$ cat src/rtl/fp_pipe_flow_ctrl.sv
// fp_pipe_flow_ctrl
// Credit-based flow controller wrapped around a fixed-latency, non-stalling
// floating-point pipeline. Argument handshakes are answered from a credit
// counter, launches are tracked in a latency-slot shift register, and the
// returning results are buffered in an in-order FIFO towards the consumer.
//
// Optional feature macro: FP_FLOW_CTRL_BYPASS_EN
//   When defined, a result arriving while the FIFO is empty is presented
//   directly on res/res_vld in the same cycle, cutting one cycle of latency.
//   When undefined, res/res_vld are decoded from registers only.
module fp_pipe_flow_ctrl #(
    parameter int FLEN    = 64,
    parameter int LATENCY = 5,
    parameter int DEPTH   = 8
) (
    input  logic            clk,
    input  logic            rst,
    input  logic            arg_vld,
    output logic            arg_rdy,
    output logic            pipe_launch,
    input  logic            pipe_res_vld,
    input  logic [FLEN-1:0] pipe_res,
    output logic            res_vld,
    input  logic            res_rdy,
    output logic [FLEN-1:0] res,
    output logic            proto_err
);

    localparam int CW = $clog2(DEPTH + 1);
    localparam int PW = $clog2(DEPTH);

    logic [CW-1:0]   cnt_reg;
    logic [CW-1:0]   occ_reg;
    logic [PW-1:0]   wr_ptr_reg;
    logic [PW-1:0]   rd_ptr_reg;
    logic [LATENCY-1:0] slot_reg;
    logic            proto_err_reg;
    logic [FLEN-1:0] mem [DEPTH];

    logic launch;
    logic pop;
    logic fifo_empty;
    logic fifo_full;
    logic fifo_wr;
    logic fifo_rd;
    logic slot_exp;

    // A credit is free whenever fewer than DEPTH operations are outstanding;
    // this depends on the counter register alone.
    assign arg_rdy     = (cnt_reg != CW'(DEPTH));
    assign launch      = arg_vld & arg_rdy;
    assign pipe_launch = launch;

    assign fifo_empty  = (occ_reg == '0);
    assign fifo_full   = (occ_reg == CW'(DEPTH));
    assign slot_exp    = slot_reg[LATENCY-1];

`ifdef FP_FLOW_CTRL_BYPASS_EN
    // Empty FIFO: the pipeline result is offered straight to the consumer and
    // is only stored if the consumer does not take it in this cycle.
    assign res_vld = fifo_empty ? pipe_res_vld : 1'b1;
    assign res     = fifo_empty ? pipe_res : mem[rd_ptr_reg];
    assign fifo_wr = pipe_res_vld & ~(fifo_empty & res_rdy) & (~fifo_full | res_rdy);
`else
    // Every result is stored first, so the outputs come from registers only.
    assign res_vld = ~fifo_empty;
    assign res     = mem[rd_ptr_reg];
    assign fifo_wr = pipe_res_vld & (~fifo_full | res_rdy);
`endif

    assign pop     = res_vld & res_rdy;
    assign fifo_rd = pop & ~fifo_empty;
    assign proto_err = proto_err_reg;

    // Credit counter: in-flight operations plus FIFO occupancy. The decrement
    // is guarded so a stray result under protocol violation cannot wrap it.
    always_ff @(posedge clk) begin
        if (rst) begin
            cnt_reg <= '0;
        end else if (launch && !pop) begin
            cnt_reg <= cnt_reg + CW'(1);
        end else if (!launch && pop && (cnt_reg != '0)) begin
            cnt_reg <= cnt_reg - CW'(1);
        end
    end

    // FIFO occupancy; a simultaneous write and read leaves it unchanged.
    always_ff @(posedge clk) begin
        if (rst) begin
            occ_reg <= '0;
        end else if (fifo_wr && !fifo_rd) begin
            occ_reg <= occ_reg + CW'(1);
        end else if (fifo_rd && !fifo_wr) begin
            occ_reg <= occ_reg - CW'(1);
        end
    end

    // Circular write/read pointers wrapping from DEPTH-1 back to 0.
    always_ff @(posedge clk) begin
        if (rst) begin
            wr_ptr_reg <= '0;
            rd_ptr_reg <= '0;
        end else begin
            if (fifo_wr) begin
                wr_ptr_reg <= (wr_ptr_reg == PW'(DEPTH - 1)) ? '0 : wr_ptr_reg + PW'(1);
            end
            if (fifo_rd) begin
                rd_ptr_reg <= (rd_ptr_reg == PW'(DEPTH - 1)) ? '0 : rd_ptr_reg + PW'(1);
            end
        end
    end

    // Result storage; contents need no reset because occupancy gates them.
    always_ff @(posedge clk) begin
        if (fifo_wr) begin
            mem[wr_ptr_reg] <= pipe_res;
        end
    end

    // Latency-slot tracker: the top bit marks the cycle a result is due.
    generate
        if (LATENCY == 1) begin : g_slot_one
            always_ff @(posedge clk) begin
                if (rst) begin
                    slot_reg <= '0;
                end else begin
                    slot_reg <= launch;
                end
            end
        end else begin : g_slot_multi
            always_ff @(posedge clk) begin
                if (rst) begin
                    slot_reg <= '0;
                end else begin
                    slot_reg <= {slot_reg[LATENCY-2:0], launch};
                end
            end
        end
    endgenerate

    // Sticky error: any result outside its slot, or a missing one, latches it.
    always_ff @(posedge clk) begin
        if (rst) begin
            proto_err_reg <= 1'b0;
        end else if (slot_exp != pipe_res_vld) begin
            proto_err_reg <= 1'b1;
        end
    end

endmodule

$ cat config.mk
export PLATFORM = sky130hd
export DESIGN_NAME = fp_pipe_flow_ctrl
export DESIGN_NICKNAME = d
export VERILOG_FILES = /design/src/rtl/fp_pipe_flow_ctrl.sv
export SDC_FILE = /design/constraint.sdc
export NUM_CORES = 1
export LEC_CHECK = 0
export ABC_CLOCK_PERIOD_IN_PS = 9440
export BUFFER_PORTS_ARGS = -buffer_cell sky130_fd_sc_hd__buf_2
export CORE_MARGIN = 5
export CORE_UTILIZATION = 47
export CTS_CLUSTER_SIZE = 40
export DETAILED_ROUTE_END_ITERATION = 10
export GPL_TIMING_DRIVEN = 0
export SLEW_MARGIN = 20
export SYNTH_ARGS = -nofsm -noshare
export SYNTH_HDL_FRONTEND = slang
export SYNTH_SLANG_ARGS = --single-unit
$ cat constraint.sdc
create_clock -name clk -period 9.44 [get_ports clk]
set_clock_uncertainty 0.15 [all_clocks]
set_input_delay 1.888 -clock clk [delete_from_list [all_inputs] [get_ports clk]]
set_output_delay 1.888 -clock clk [all_outputs]
set_load 0.005 [all_outputs]
==> summary.md <==
| Metric | Value |
|---|---|
| Fillers | `3294` |
| First-pass GRT wire length | `~62 mm` |
| Syn_nets | `around 960` |
| Worst setup EP type | `output pin` |
| Worst path top cell family by delay | `buffers and inverters` |
| Initial antenna violation count | `7` |
| Num CTS Buffers | `54` |
| Post-synth top area share | `approximately 76%` |
| Reg area | `roughly 16000 um^2` |
| # H-tree levels | `2` |
| Leak | `between 7 and 8 nW` |
| TritonCTS Sinks | `approximately 540` |
| RSZ-0062 raised after global routing | `no` |
| Worst EP required | `approximately 7400 ps` |
| Mean Syn Cell Area | `around 23 um^2` |
| GRT Overall Usage | `17.5%` |
| Largest net degree at the start of global routing | `21` |
| Reg clk slew, reported paths | `60 ps` |
| GRT overflow | `0` |
| Worst path bufs/invs | `3` |
| CP Launch Type | `flip-flop` |
| Area Overhead vs Synth | `18.4%` |
| Die height | `218 um` |
| Final Hold Viols | `0` |
| Ordered list of cells on the worst path | `clkbuf_1, clkbuf_1, mux4_2, mux2_2, buf_2` |
| Status | `finished, final reports clean` |
| Area of the core | `around 43000 um^2` |
| DRC viols | `0` |
| Hold buffers post-CTS | `0` |
| WHS Path Cells | `1` |
| Async set or reset register ratio after synthesis | `0%` |
| Power Internal | `4.40 mW` |
| Hold Startpoint | `slot_reg[0]$_SDFF_PP0_` |
| Root Buffer | `clkbuf_16` |
| Area post-placement | `roughly 22000 um^2` |
| Switching Share | `roughly a quarter` |
| Setup CP Type | `reg2out` |
| Initial Utilization | `between 40 and 50%` |
| WL/cell | `23.2 um` |
| Count leader, synth | `edfxtp_1` |
| WP depth | `5` |
| Post-route setup TNS | `0 ps` |
| Layout cells sized above 1 | `between 40% and 50%` |
| Fin area | `approximately 24000 um^2` |
| Flop-to-flop setup slack | `between 5000 and 6000 ps` |
| Number of port buffers | `between 100 and 150` |
| RR Startpoint | `occ_reg[0]$_SDFFE_PP0P_` |
| DR vias | `roughly 9500` |
| Worst Tran Pin Value | `around 870 ps` |
| Yosys warnings | `0` |
| Rows | `76` |
| Final min period | `around 5000 ps` |
| Post-DRT Antenna Nets | `0` |
| Clk pwr share | `33.8%` |
| Die area | `47600 um^2` |
| Max incr delay on CP | `between 600 and 700 ps` |
| R2R cell count | `10` |
| DP Wirelength | `~27 mm` |
| Relative slew slack | `between 40% and 50%` |
| Max VDD drop | `0.174 mV` |
| Post-synth top cells | `edfxtp_1 (512), mux4_2 (128), mux2_2 (66), clkbuf_1 (23), dfxtp_1 (23)` |
| Sequential element share of the synthesized area | `~80%` |
| Postcts setup bufs | `0` |
| Psw | `roughly 1.4 mW` |
| Clock Path Buffers | `3` |
| Area contributors post-synth | `edfxtp_1 (76%), mux4_2 (14%), mux2_2 (3.7%), dfxtp_1 (2.3%), ha_1 (0.55%)` |
| Post-DR vias/cell | `around 5.4` |
| Maximum fanout along the worst path | `10` |
| Part of the power in registers | `47.1%` |
| Yosys reg bits | `535` |
| CTS tree | `yes` |
| Vias in the first global route | `10029` |
| Clk Latency, worst-skew pair | `570 ps` |
| Netlist cell types | `38` |
| Mapped Cells | `roughly 880` |
| Combinational share of power | `between 10% and 20%` |
| CTS resizes | `0` |
| Nets | `approximately 1200` |
| DR iter-0 viols | `roughly 630` |
| Die X-Extent | `about 220 um` |
| Main synth FF type | `edfxtp_1` |
| Setup violators final | `0` |
| WP data arrival | `3040 ps` |
| Placer Congestion | `approximately 0.7` |
| Post-Syn Area | `between 20000 and 25000 um^2` |
| Slowest-stage cell, CP | `clkbuf_1` |
| CP most frequent cell | `clkbuf_1` |
| Max Slew Vio Count | `0` |
| Max-Cap Viols | `0` |
| Number of enable flip-flop cells after synthesis | `slightly above 500` |
| WL final | `41.0 mm` |
| Power Density | `242 nW/um^2` |
| Worst min path class | `reg2reg` |
| Boundary Pins | `roughly 140` |
| Synth area leader | `edfxtp_1` |
| Maximum clock rate | `197 MHz` |
| Max reg flops | `between 500 and 600` |
| Detailed Routing Iterations Pass 1 | `5` |
| Fin util | `about 56%` |
| Footprint of the multi-input gates | `roughly 4400 um^2` |
| Fin crit share | `53.8%` |
-- layout make-up --
class / instances / share of cell area (%)
diodes: 2 / 0.0208
plain buffers: 40 / 0.737
clock buffers: 71 / 5.96
clock inverters: 28 / 0.794
inverters: 4 / 0.0623
multi-input cells: 298 / 18.2
flip-flops and latches: 535 / 65.7
well taps: 585 / 3.04
repair buffers: 202 / 5.51
-- worst reg2reg max path, stage by stage, from the launching register on --
cell     delay [ps]
dfxtp_1         370
or4b_2          690
o21ai_2         410
inv_1           190
ha_1            260
inv_1           130
ha_1            250
a21o_2          200
a21oi_1         190
mux2i_1         220
mux2_2          350
-- routing by layer --
metal / track usage [%] / part of all wire [%] / routed length (um)
met5: 0 / 0.10 / 41
met4: 4.10 / 1.7 / 705
met3: 4.21 / 5.5 / 2260
met2: 27.6 / 48 / 19800
met1: 25.1 / 44 / 18200
-- worst paths after layout --
path | to
worst min-delay path | slot_reg[1]$_SDFF_PP0_
worst max-delay path | res[24]
worst max register to register | occ_reg[3]$_SDFFE_PP0P_
worst min register to register | slot_reg[1]$_SDFF_PP0_
-- placed cells by master (no fill, tap or decap), types with 14 or more instances in the layout --
| cell | instances |
|---|---|
| nor2_1 | 16 |
| mux4_2 | 128 |
| buf_2 | 159 |
| clkbuf_1 | 38 |
| edfxtp_1 | 512 |
| dfxtp_1 | 23 |
| clkbuf_16 | 54 |
| buf_4 | 39 |
| clkinv_2 | 14 |
| mux2_2 | 66 |
-- power groups by stage --
| stage | registers (mW) | logic, mW | clock network, mW |
|---|---|---|---|
| 3_5_place_dp | 2.79 | 1.14 | 0 |
| 4_1_cts | 2.74 | 1.15 | 2.01 |
| 5_1_grt | 2.75 | 1.22 | 2.13 |
| 6_report | 2.74 | 1.11 | 1.97 |
| 2_1_floorplan | 2.80 | 0.750 | 0 |
| 3_3_place_gp | 2.82 | 1.10 | 0 |
-- cells by family (layout without fill, tap and decap cells) --
kind of cell               Yosys count  after routing  synth area share (%)
xor gates and xnor gates             5              5                 0.215
other                                0              2                     0
muxes                              197            197                  18.0
AOI/OAI and AO/OA                   26             26                 0.891
DFF                                535            535                  77.8
and+or+nand+nor                     59             59                  1.44
adders and majority gates           11             11                 0.750
buffers and inverters               44            345                 0.947
-- per-stage QoR --
| stage | cells | setup WS [ps] | hold WS [ps] | power, mW |
|---|---|---|---|---|
| after floorplan | 877 | 589 | 264 | 3.55 |
| after global placement | 1598 | -6580 | 272 | 3.92 |
| after global routing | 1764 | 4190 | 310 | 6.10 |
| after CTS | 1763 | 4290 | 293 | 5.91 |
| final | 1765 | 4370 | 286 | 5.82 |
| after detailed placement | 1664 | 4690 | 279 | 3.94 |
Power figures use the tool's default switching activity.
